`config.mk`:
```
export PLATFORM = sky130hd
export DESIGN_NAME = speaker_arbiter_flat
export DESIGN_NICKNAME = d
export VERILOG_FILES = /design/src/rtl/speaker_arbiter_if.sv /design/src/rtl/speaker_arbiter.sv /design/src/flat_wrapper.sv
export SDC_FILE = /design/constraint.sdc
export NUM_CORES = 1
export LEC_CHECK = 0
export CAP_MARGIN = 0
export CORE_ASPECT_RATIO = 0.6
export CORE_MARGIN = 4
export CORE_UTILIZATION = 35
export DETAILED_ROUTE_END_ITERATION = 16
export PLACE_DENSITY = 0.59
export SYNTH_ARGS = -nofsm -noshare
export SYNTH_HDL_FRONTEND = slang
export SYNTH_SLANG_ARGS = --single-unit
```
`constraint.sdc`:
```
create_clock -name clock -period 3.6 [get_ports clock]
set_input_delay 0.72 -clock clock [delete_from_list [all_inputs] [get_ports clock]]
set_output_delay 0.72 -clock clock [all_outputs]
set_load 0.1 [all_outputs]
```
`src/rtl/speaker_arbiter_if.sv`:
```
`timescale 1ns/1ps
// speaker_arbiter_if
//  Groups the request/tone-operand inputs and the speaker/grant/status outputs
//  of speaker_arbiter. Clock and reset stay plain ports on the module.
//
//  Handshake: req[i] is a one-cycle strobe with no ready. A strobe is never
//  lost; it latches into a pending bit that merges repeats until the request
//  is granted, skipped (zero duration) or aborted by preemption/reset.
//  tone_half_per/tone_ms slices are only sampled in the cycle a request wins.
//
//  Signals
//   req            master->slave  one-cycle request strobes, index 0 = highest priority
//   tone_half_per  master->slave  per-requester half period (clocks), slice i = [i*HP_W +: HP_W]
//   tone_ms        master->slave  per-requester duration (ms), slice i = [i*MS_W +: MS_W]
//   mute           master->slave  blocks new grants and silences the speaker
//   speaker        slave->master  square-wave drive for the piezo pin
//   grant          slave->master  one-hot owner while a tone plays
//   busy           slave->master  tone playing or silent gap running
//   done           slave->master  one-cycle pulse when a tone completes or is skipped
//   state_dbg      slave->master  current FSM state (0 IDLE, 1 PLAY, 2 GAP)
interface speaker_arbiter_if #(
  parameter int NUM_REQ = 4,
  parameter int HP_W    = 16,
  parameter int MS_W    = 10
);
  logic [NUM_REQ-1:0]      req;
  logic [NUM_REQ*HP_W-1:0] tone_half_per;
  logic [NUM_REQ*MS_W-1:0] tone_ms;
  logic                    mute;
  logic                    speaker;
  logic [NUM_REQ-1:0]      grant;
  logic                    busy;
  logic [NUM_REQ-1:0]      done;
  logic [1:0]              state_dbg;

  modport master (
    output req, tone_half_per, tone_ms, mute,
    input  speaker, grant, busy, done, state_dbg
  );

  modport slave (
    input  req, tone_half_per, tone_ms, mute,
    output speaker, grant, busy, done, state_dbg
  );
endinterface

```
`src/rtl/speaker_arbiter.sv`:
```
`timescale 1ns/1ps
// speaker_arbiter
//  Shares the single piezo speaker pin between game-event sound requesters.
//  One-cycle requests latch into pending bits; the lowest pending index wins,
//  its square-wave tone plays for tone_ms milliseconds, then a silent gap of
//  GAP_MS milliseconds follows before the next grant. A higher-priority
//  request can abort the running tone when ALLOW_PREEMPT is set.
//
//  Ports
//   clock   in   system clock (CLOCK_50)
//   resetn  in   asynchronous active-low reset
//   bus     slave modport of speaker_arbiter_if (requests, tone operands,
//                mute in; speaker, grant, busy, done, state_dbg out)
module speaker_arbiter #(
  parameter int NUM_REQ       = 4,
  parameter int CLK_HZ        = 50_000_000,
  parameter int HP_W          = 16,
  parameter int MS_W          = 10,
  parameter int GAP_MS        = 20,
  parameter int ALLOW_PREEMPT = 1
) (
  input logic              clock,
  input logic              resetn,
  speaker_arbiter_if.slave bus
);

  localparam int TICK  = (CLK_HZ / 1000 > 1) ? CLK_HZ / 1000 : 1;
  localparam int PRE_W = (TICK > 1) ? $clog2(TICK) : 1;
  localparam int GAP_W = (GAP_MS > 0) ? $clog2(GAP_MS + 1) : 1;

  typedef enum logic [1:0] {
    S_IDLE = 2'd0,
    S_PLAY = 2'd1,
    S_GAP  = 2'd2
  } state_t;

  state_t             state;
  logic [NUM_REQ-1:0] pending;
  logic [NUM_REQ-1:0] grant_q;
  logic [NUM_REQ-1:0] done_q;
  logic               speaker_q;
  logic               busy_q;
  logic               phase;
  logic [HP_W-1:0]    hp_cnt;
  logic [HP_W-1:0]    hp_reload;
  logic [MS_W-1:0]    ms_left;
  logic [PRE_W-1:0]   pre_cnt;
  logic [GAP_W-1:0]   gap_left;

  logic               win_vld;
  logic [NUM_REQ-1:0] win_oh;
  logic [HP_W-1:0]    win_hp;
  logic [MS_W-1:0]    win_ms;
  logic [NUM_REQ-1:0] take;
  logic [NUM_REQ-1:0] pending_nxt;
  logic               tick;
  logic               ms_last;
  logic               hp_wrap;
  logic               preempt;

  // Lowest pending index wins: scanning downwards lets the last hit stand.
  // The half period is clamped to 2 so the tone never degenerates to DC.
  always_comb begin
    win_vld = 1'b0;
    win_oh  = '0;
    win_hp  = '0;
    win_ms  = '0;
    for (int i = NUM_REQ - 1; i >= 0; i--) begin
      if (pending[i]) begin
        win_vld = 1'b1;
        win_oh  = NUM_REQ'(1) << i;
        win_hp  = bus.tone_half_per[i*HP_W +: HP_W];
        win_ms  = bus.tone_ms[i*MS_W +: MS_W];
      end
    end
    if (win_hp < HP_W'(2)) win_hp = HP_W'(2);
  end

  always_comb begin
    take        = (state == S_IDLE && !bus.mute && win_vld) ? win_oh : '0;
    // A new strobe on the bit being granted this cycle re-arms it.
    pending_nxt = (pending & ~take) | bus.req;
    tick        = (pre_cnt == PRE_W'(TICK - 1));
    ms_last     = tick && (ms_left == MS_W'(1));
    hp_wrap     = (hp_cnt == HP_W'(1));
    // grant_q - 1 is a mask of every index above the owner in priority.
    preempt     = (ALLOW_PREEMPT != 0) && ((pending & (grant_q - 1'b1)) != '0);
  end

  always_ff @(posedge clock or negedge resetn) begin
    if (!resetn) begin
      state     <= S_IDLE;
      pending   <= '0;
      grant_q   <= '0;
      done_q    <= '0;
      speaker_q <= 1'b0;
      busy_q    <= 1'b0;
      phase     <= 1'b0;
      hp_cnt    <= '0;
      hp_reload <= '0;
      ms_left   <= '0;
      pre_cnt   <= '0;
      gap_left  <= '0;
    end else begin
      done_q  <= '0;
      pending <= pending_nxt;
      case (state)
        S_IDLE: begin
          speaker_q <= 1'b0;
          if (take != '0) begin
            if (win_ms == '0) begin
              done_q <= win_oh;
            end else begin
              state     <= S_PLAY;
              grant_q   <= win_oh;
              busy_q    <= 1'b1;
              hp_cnt    <= win_hp;
              hp_reload <= win_hp;
              ms_left   <= win_ms;
              pre_cnt   <= '0;
              phase     <= 1'b0;
            end
          end
        end
        S_PLAY: begin
          pre_cnt <= tick ? '0 : pre_cnt + 1'b1;
          if (tick) ms_left <= ms_left - 1'b1;
          if (hp_wrap) begin
            hp_cnt <= hp_reload;
            phase  <= ~phase;
          end else begin
            hp_cnt <= hp_cnt - 1'b1;
          end
          // The waveform phase keeps running under mute; only the pin is gated.
          speaker_q <= ~bus.mute & (phase ^ hp_wrap);
          if (ms_last) begin
            speaker_q <= 1'b0;
            grant_q   <= '0;
            done_q    <= grant_q;
            if (GAP_MS == 0) begin
              state  <= S_IDLE;
              busy_q <= 1'b0;
            end else begin
              state    <= S_GAP;
              gap_left <= GAP_W'(GAP_MS);
            end
          end else if (preempt) begin
            // Aborted owner is dropped silently; the winner is picked in IDLE.
            state     <= S_IDLE;
            speaker_q <= 1'b0;
            grant_q   <= '0;
            busy_q    <= 1'b0;
          end
        end
        S_GAP: begin
          speaker_q <= 1'b0;
          pre_cnt   <= tick ? '0 : pre_cnt + 1'b1;
          if (tick) begin
            gap_left <= gap_left - 1'b1;
            if (gap_left == GAP_W'(1)) begin
              state  <= S_IDLE;
              busy_q <= 1'b0;
            end
          end
        end
        default: state <= S_IDLE;
      endcase
    end
  end

  assign bus.speaker   = speaker_q;
  assign bus.grant     = grant_q;
  assign bus.busy      = busy_q;
  assign bus.done      = done_q;
  assign bus.state_dbg = state;

endmodule

```
`src/flat_wrapper.sv`:
```
// flat-port wrapper written by rule: the top's interface ports become plain ports
module speaker_arbiter_flat 
#(
  parameter int NUM_REQ       = 4,
  parameter int CLK_HZ        = 50_000_000,
  parameter int HP_W          = 16,
  parameter int MS_W          = 10,
  parameter int GAP_MS        = 20,
  parameter int ALLOW_PREEMPT = 1
)
  (clock, resetn, bus_req, bus_tone_half_per, bus_tone_ms, bus_mute, bus_speaker, bus_grant, bus_busy, bus_done, bus_state_dbg);
  speaker_arbiter_if #(.NUM_REQ(NUM_REQ), .HP_W(HP_W), .MS_W(MS_W)) bus_i ();
  input logic clock;
  input logic resetn;
  input wire logic [$bits(bus_i.req)-1:0] bus_req;
  input wire logic [$bits(bus_i.tone_half_per)-1:0] bus_tone_half_per;
  input wire logic [$bits(bus_i.tone_ms)-1:0] bus_tone_ms;
  input wire logic [$bits(bus_i.mute)-1:0] bus_mute;
  output wire logic [$bits(bus_i.speaker)-1:0] bus_speaker;
  output wire logic [$bits(bus_i.grant)-1:0] bus_grant;
  output wire logic [$bits(bus_i.busy)-1:0] bus_busy;
  output wire logic [$bits(bus_i.done)-1:0] bus_done;
  output wire logic [$bits(bus_i.state_dbg)-1:0] bus_state_dbg;
  assign bus_i.req = bus_req;
  assign bus_i.tone_half_per = bus_tone_half_per;
  assign bus_i.tone_ms = bus_tone_ms;
  assign bus_i.mute = bus_mute;
  assign bus_speaker = bus_i.speaker;
  assign bus_grant = bus_i.grant;
  assign bus_busy = bus_i.busy;
  assign bus_done = bus_i.done;
  assign bus_state_dbg = bus_i.state_dbg;
  speaker_arbiter #(.NUM_REQ(NUM_REQ), .CLK_HZ(CLK_HZ), .HP_W(HP_W), .MS_W(MS_W), .GAP_MS(GAP_MS), .ALLOW_PREEMPT(ALLOW_PREEMPT)) u_core (.clock(clock), .resetn(resetn), .bus(bus_i));
endmodule
```
==> impl_metrics.ini, run 1 <==
[synthesis]
ys_types = 68
yosysSeqAreaShare_pct = 36.3
yosysWarnings = 0
synthArstFlopShare_pct = 100
synth.cell_area_mm2 = 0.00551
synth_flop_cell = dfrtp_1
syn_inst = 650
synth_fp_nets = 775
synth_area_per_cell_um2 = 8.48
synth_edf_count = 0
ys_ff_latch = 80

[sta]
rsz0062_at_grt = no
slew_violations = 0
setup-violations-final = 0
slew_headroom_pct = 29.1
finalHoldViolations = 0
finClkSkew_ns = 0.00857
tightest_slew_ns = 1.06
max_freq_mhz = 305
min_period_over_period_pct = 91.1
period_minus_slack_ns = 3.28

[setup_path]
cp.arrival_ns = 3.53
cpMaxStageDelayCell = or4_1
slowest_delay_ns = 0.69
cp_num_buf_inv = 3
worst-endpoint-required_ns = 3.85
worstSetupPathType = input port to flip-flop
path_cells = clkdlybuf4s50_1, nor4_1, a21boi_0, or4_1, or4_1, a21oi_4, buf_4, buf_4, nor3_1, o22ai_1
path_max_fanout = 17
crit_path_end_kind = flip-flop
cp-start-kind = input port
critPathTopFamily = simple AND/OR/NAND/NOR gates

[power_and_ir_drop]
p_leak_nw = 2.97
peakVddDrop_v = 0.000290
p_per_area_mw_per_mm2 = 651
power_mw = 4.78

[cts]
cts_setup_buffers = 0
numCtsBuffers = 9
clk_pin_slew_ns = 0.06
clkSinkCount = 80
max-clock-path-buffers = 2
ctsHoldBuffers = 0
insertion_delay_ns = 0.34
cts_tree = done
cts_root_buffer = clkbuf_16
ctsResizeCount = 0
cts_max_level = 3

[layout]
fillers = 1470
final_cells = 974
area.growth.synth_to_final_pct = 33.0
diodes = 0
final_cell_mix = 116 x clkdlybuf4s50_1, 80 x dfrtp_1, 77 x nand2_1, 64 x o21ai_0, 39 x nor2_1
layout_commonest_cell = clkdlybuf4s50_1
nets = 892
drive_gt1_share_pct = 9.86

[grt]
antenna_found_initial = 0
grt_pass1_wl_um = 29000
track_usage_pct = 20.2
grt_overflow_total = 0
grt_max_degree = 81
grt_pass1_vias = 5411

[routing]
dr.pass1.iters = 5
routedWlPerCell_um = 18.8
drt_wl_total_um = 18300
avgViaCountPerCell = 5.66
drt-initial-drc-count = 576
ant_nets = 0
drc_errors = 0
vias = 5517

[floorplanning]
die_h_um = 105
die_area_mm2 = 0.0179
rows = 35
fp.dieW_um = 170
coreArea_mm2 = 0.0154
initial_core_util_pct = 35.9
pin_count = 123

[placed_design]
post-place-cells = 959
gp_congestion = 0.906
io_buffers = 122
hpwl_um = 14000

[job]
cap_violations = 0

[outcome]
status = completed

[hold_path]
hold_class = flip-flop to flip-flop
-- where the power goes --
| group | internal, mW | switching (mW) | leakage, nW |
|---|---|---|---|
| sequential | 1.19 | 0.318 | 0.989 |
| combinational | 1.02 | 1.32 | 1.84 |
| clock | 0.557 | 0.372 | 0.146 |
| total | 2.77 | 2.01 | 2.97 |
-- kinds of logic (layout without fill, tap and decap cells) --
logic type	Yosys count	count (layout)	share of synthesized area [%]
multiplexers	21	21	4.22
flip-flops	80	80	36.3
AND/OR/NAND/NOR	224	224	20.8
AO/OA/AOI/OAI	224	224	27.5
adder cells (fa/ha/maj)	14	14	3.18
buffers and inverters	69	190	5.13
XOR/XNOR	18	18	2.86
-- cells in the mapped netlist, drive strengths merged (5+ instances only) --
master / count / area, µm²
ha: 14 / 175
nor3: 12 / 60.1
a22o: 8 / 70.1
dfrtp: 80 / 2000
nor4: 12 / 75.1
and3: 6 / 37.5
nor2b: 8 / 50.1
mux2: 18 / 203
nand3b: 11 / 82.6
nor2: 39 / 146
inv: 22 / 82.6
buf: 20 / 98.8
a31oi: 6 / 37.5
o22ai: 10 / 62.6
a21o: 5 / 37.5
or3: 6 / 37.5
nand2b: 8 / 50.1
a221o: 5 / 50.1
o31ai: 24 / 180
o211ai: 9 / 67.6
nand2: 77 / 289
o21ai: 66 / 330
clkbuf: 27 / 101
nand3: 14 / 70.1
xor2: 10 / 87.6
a2bb2oi: 12 / 105
xnor2: 8 / 70.1
a221oi: 10 / 87.6
a21oi: 34 / 181
nor4b: 5 / 43.8
-- path summary, 6_finish.rpt --
kind                       cells past startpoint                 start  slack, ns                    to
max                                           10       bus_tone_ms[34]       0.32     u_core.pre_cnt[5]
min                                            2  u_core.hp_reload[10]       0.48  u_core.hp_reload[10]
max reg2reg                                   10     u_core.pending[1]       0.35     u_core.pre_cnt[5]
min reg2reg                                    2  u_core.hp_reload[10]       0.48  u_core.hp_reload[10]
max in group asynchronous                      1                resetn       2.34   u_core.bus.grant[0]
min in group asynchronous                      1                resetn       0.58     u_core.hp_cnt[14]
-- worst reg2reg max path: cells and delay by family, from the launching register on --
kind,cells,cell delay [ns]
flops,1,0.58
compound gates,3,0.51
simple gates,4,1.43
buf+inv,3,0.64
-- registers in the layout, summed over array words and instances (netlist names), 2 cells and up --
| signal | flops |
|---|---|
| u_core.hp_cnt | 16 |
| u_core.hp_reload | 16 |
| u_core.pre_cnt | 16 |
| u_core.ms_left | 10 |
| u_core.gap_left | 5 |
| u_core.bus.done | 4 |
| u_core.bus.grant | 4 |
| u_core.pending | 4 |
| u_core.bus.state_dbg | 2 |
-- area by class of cell --
type | count | area, µm² | share of cell area [%]
clock inverters | 4 | 52.6 | 0.717
well taps | 203 | 254 | 3.46
inverters | 22 | 82.6 | 1.13
flip-flops and latches | 80 | 2000 | 27.3
clock buffers | 11 | 243 | 3.31
multi-input cells | 501 | 3240 | 44.1
repair buffers | 153 | 1460 | 20.0
-- metrics by stage --
step | hold slack, ns | setup slack [ns] | util (%) | TNS, ns | area [µm²]
floorplan | 0.424 | 0.613 | - | 0 | 5510
global placement | 0.459 | 0.0591 | 45.8 | 0 | 7040
detailed placement | 0.471 | -0.00826 | 45.8 | -0.0130 | 7040
CTS | 0.485 | 0.358 | 47.7 | 0 | 7330
global route | 0.507 | 0.184 | 47.7 | 0 | 7330
finish | 0.481 | 0.321 | 47.7 | 0 | 7330
-- per-layer routing --
metal	up-vias	part of all wire [%]	routed length [µm]	global-route usage [%]
met5	-	0	0	0
met3	17	8.5	1560	5.02
met4	0	1.1	193	4.22
li1	2653	-	-	-
met1	2619	49	9000	30.9
met2	228	41	7530	28.5
No activity file was read; power rests on OpenSTA's default activity.
==> run 2, diff against run 1 <==
--- a/config.mk
+++ b/config.mk
@@ -8,9 +8,9 @@
 export CAP_MARGIN = 0
 export CORE_ASPECT_RATIO = 0.6
 export CORE_MARGIN = 4
-export CORE_UTILIZATION = 35
+export CORE_UTILIZATION = 28
 export DETAILED_ROUTE_END_ITERATION = 16
-export PLACE_DENSITY = 0.59
+export PLACE_DENSITY = 0.49
 export SYNTH_ARGS = -nofsm -noshare
 export SYNTH_HDL_FRONTEND = slang
 export SYNTH_SLANG_ARGS = --single-unit
==> run 2 against run 1 <==
Effect of this change:
- register-to-register slack gained 0.16 ns
- sequential power is essentially flat
- non-clock buffer count grew 10
- setup slack lost 0.045 ns
- global-route usage shrank 3.1 points
- largest cell class unchanged
- clock skew grew 0.00054 ns
- flip-flop and latch count is the same
- critical path depth shrank 1
- maximum frequency shrank 1.3%
- wire length grew 5.9%
- total power grew 4.3%
- combinational power is essentially flat
==> impl_metrics.ini, run 2 (synthesis results as in run 1) <==
[outcome]
status = completed

[setup_path]
r2r-start = u_core.pending[1]
crit_path_end_kind = flip-flop
path_cells = clkdlybuf4s50_1, nor4_2, a21boi_0, or4_1, or4_4, buf_4, and2_1, a311o_1, o21ai_1
r2r_setup_slack_ns = 0.51
worst_r2r_path_depth = 9
cp-start-kind = input port
cpMaxStageDelayCell = or4_4
rr_endpoint = u_core.hp_cnt[0]
path_max_fanout = 11
slowest_delay_ns = 0.60
cp.arrival_ns = 3.59
worst-endpoint-required_ns = 3.86
worstSetupPathType = input port to flip-flop

[power_and_ir_drop]
swShare_pct = 40.7
power_frac_comb_pct = 47.5
power.internal_mw = 2.96
power_mw = 4.98
sequentialPowerShare_pct = 30.3
peakVddDrop_v = 0.000312
p_per_area_mw_per_mm2 = 658
p_leak_nw = 3.06
power.switching_mw = 2.03
pwr-share-clk_pct = 22.2

[sta]
min_period_over_period_pct = 92.3
period_minus_slack_ns = 3.32
setup-violations-final = 0
tightest_slew_ns = 0.969
rsz0062_at_grt = no
finalHoldViolations = 0
max_freq_mhz = 301
slew_headroom_pct = 35.2
finClkSkew_ns = 0.00911
slew_violations = 0

[floorplanning]
rows = 39
coreArea_mm2 = 0.0192
pin_count = 123
initial_core_util_pct = 28.8
fp.dieW_um = 189
die_area_mm2 = 0.0221
die_h_um = 117

[routing]
ant_nets = 0
dr.pass1.iters = 5
drt_wl_total_um = 19400
drt-initial-drc-count = 479
avgViaCountPerCell = 5.36
routedWlPerCell_um = 18.5
drc_errors = 0
vias = 5613

[cts]
numCtsBuffers = 9
clkSinkCount = 80
cts_root_buffer = clkbuf_16
cts_max_level = 3
cts_setup_buffers = 0
clk_pin_slew_ns = 0.06
insertion_delay_ns = 0.34
max-clock-path-buffers = 2
cts_tree = done

[job]
cap_violations = 0

[grt]
grt_pass1_wl_um = 29900
grt_pass1_vias = 5375
antenna_found_initial = 0
grt_max_degree = 66
grt_overflow_total = 0
track_usage_pct = 17.1

[layout]
multi_input_area_mm2 = 0.00325
drive_gt1_share_pct = 11.8
diodes = 0
final_cell_mix = 114 x clkdlybuf4s50_1, 80 x dfrtp_1, 77 x nand2_1, 63 x o21ai_0, 46 x buf_4
area.growth.synth_to_final_pct = 37.4
layout_commonest_cell = clkdlybuf4s50_1
seqCellArea_mm2 = 0.00200
fillers = 1941
reg_top3 = u_core.hp_cnt x16, u_core.hp_reload x16, u_core.pre_cnt x16
final_cells = 1048
nets = 902

[placed_design]
post-place-cells = 1032
gp_congestion = 0.903
hpwl_um = 15200
io_buffers = 122

[hold_path]
hold_class = input port to asynchronous set/reset pin
## run 2: worst max-delay path by stage
stage / start / end / slack (ns) / depth (start not counted)
2_1_floorplan: bus_tone_ms[5] / u_core.hp_cnt[11] / 0.61 / 7
3_3_place_gp: bus_tone_ms[34] / u_core.hp_cnt[0] / -0.28 / 9
3_5_place_dp: bus_tone_ms[34] / u_core.bus.grant[1] / -0.32 / 9
4_1_cts: bus_tone_ms[34] / u_core.bus.grant[1] / 0.04 / 9
5_1_grt: bus_tone_ms[34] / u_core.hp_cnt[0] / 0.10 / 9
6_report: bus_tone_ms[34] / u_core.hp_cnt[0] / 0.28 / 9
## run 2: metal layers
metal	share of wire (%)	up-vias	GRT usage (%)
li1	-	2668	-
met1	52	2736	26.3
met2	40	198	23.9
met3	7.3	11	4.60
met4	0.67	0	2.96
met5	0	-	0
## run 2: power groups by stage
stage / Combinational (mW) / Clock, mW / Sequential, mW
2_1_floorplan: 1.49 / 0 / 1.56
3_3_place_gp: 2.32 / 0 / 1.50
5_1_grt: 2.63 / 1.16 / 1.55
3_5_place_dp: 2.36 / 0 / 1.52
6_report: 2.37 / 1.11 / 1.51
4_1_cts: 2.37 / 1.13 / 1.51
## run 2: what timing repair did
| item | in CTS | in global routing |
|---|---|---|
| endpoints found under the setup margin | 0 | 3 |
| hold buffers | 0 | 0 |
| resized for setup | 0 | 3 |
## run 2: worst max-delay path, delay by kind of cell
kind            cells  cell delay (ns)
simple gates        4             1.68
buf+inv             2             0.60
compound gates      3             0.57
## run 2: metrics by stage
stage	hold WS, ns	utilization (%)	cell area, µm²	setup TNS (ns)	setup WS, ns
CTS	0.490	39.4	7560	0	0.0407
floorplan	0.424	-	5510	0	0.613
global placement	0.458	37.5	7200	-8.92	-0.280
finish	0.484	39.5	7570	0	0.277
global route	0.503	39.5	7570	0	0.101
detailed placement	0.475	37.5	7200	-11.22	-0.317
## run 2: area by class of cell
type                            count  area share (%)
Clock inverter                      4            1.30
Multi-Input combinational cell    501            42.8
Sequential cell                    80            26.4
Timing Repair Buffer              163            20.4
Tap cell                          266            4.39
Inverter                           22            1.09
Clock buffer                       12            3.52
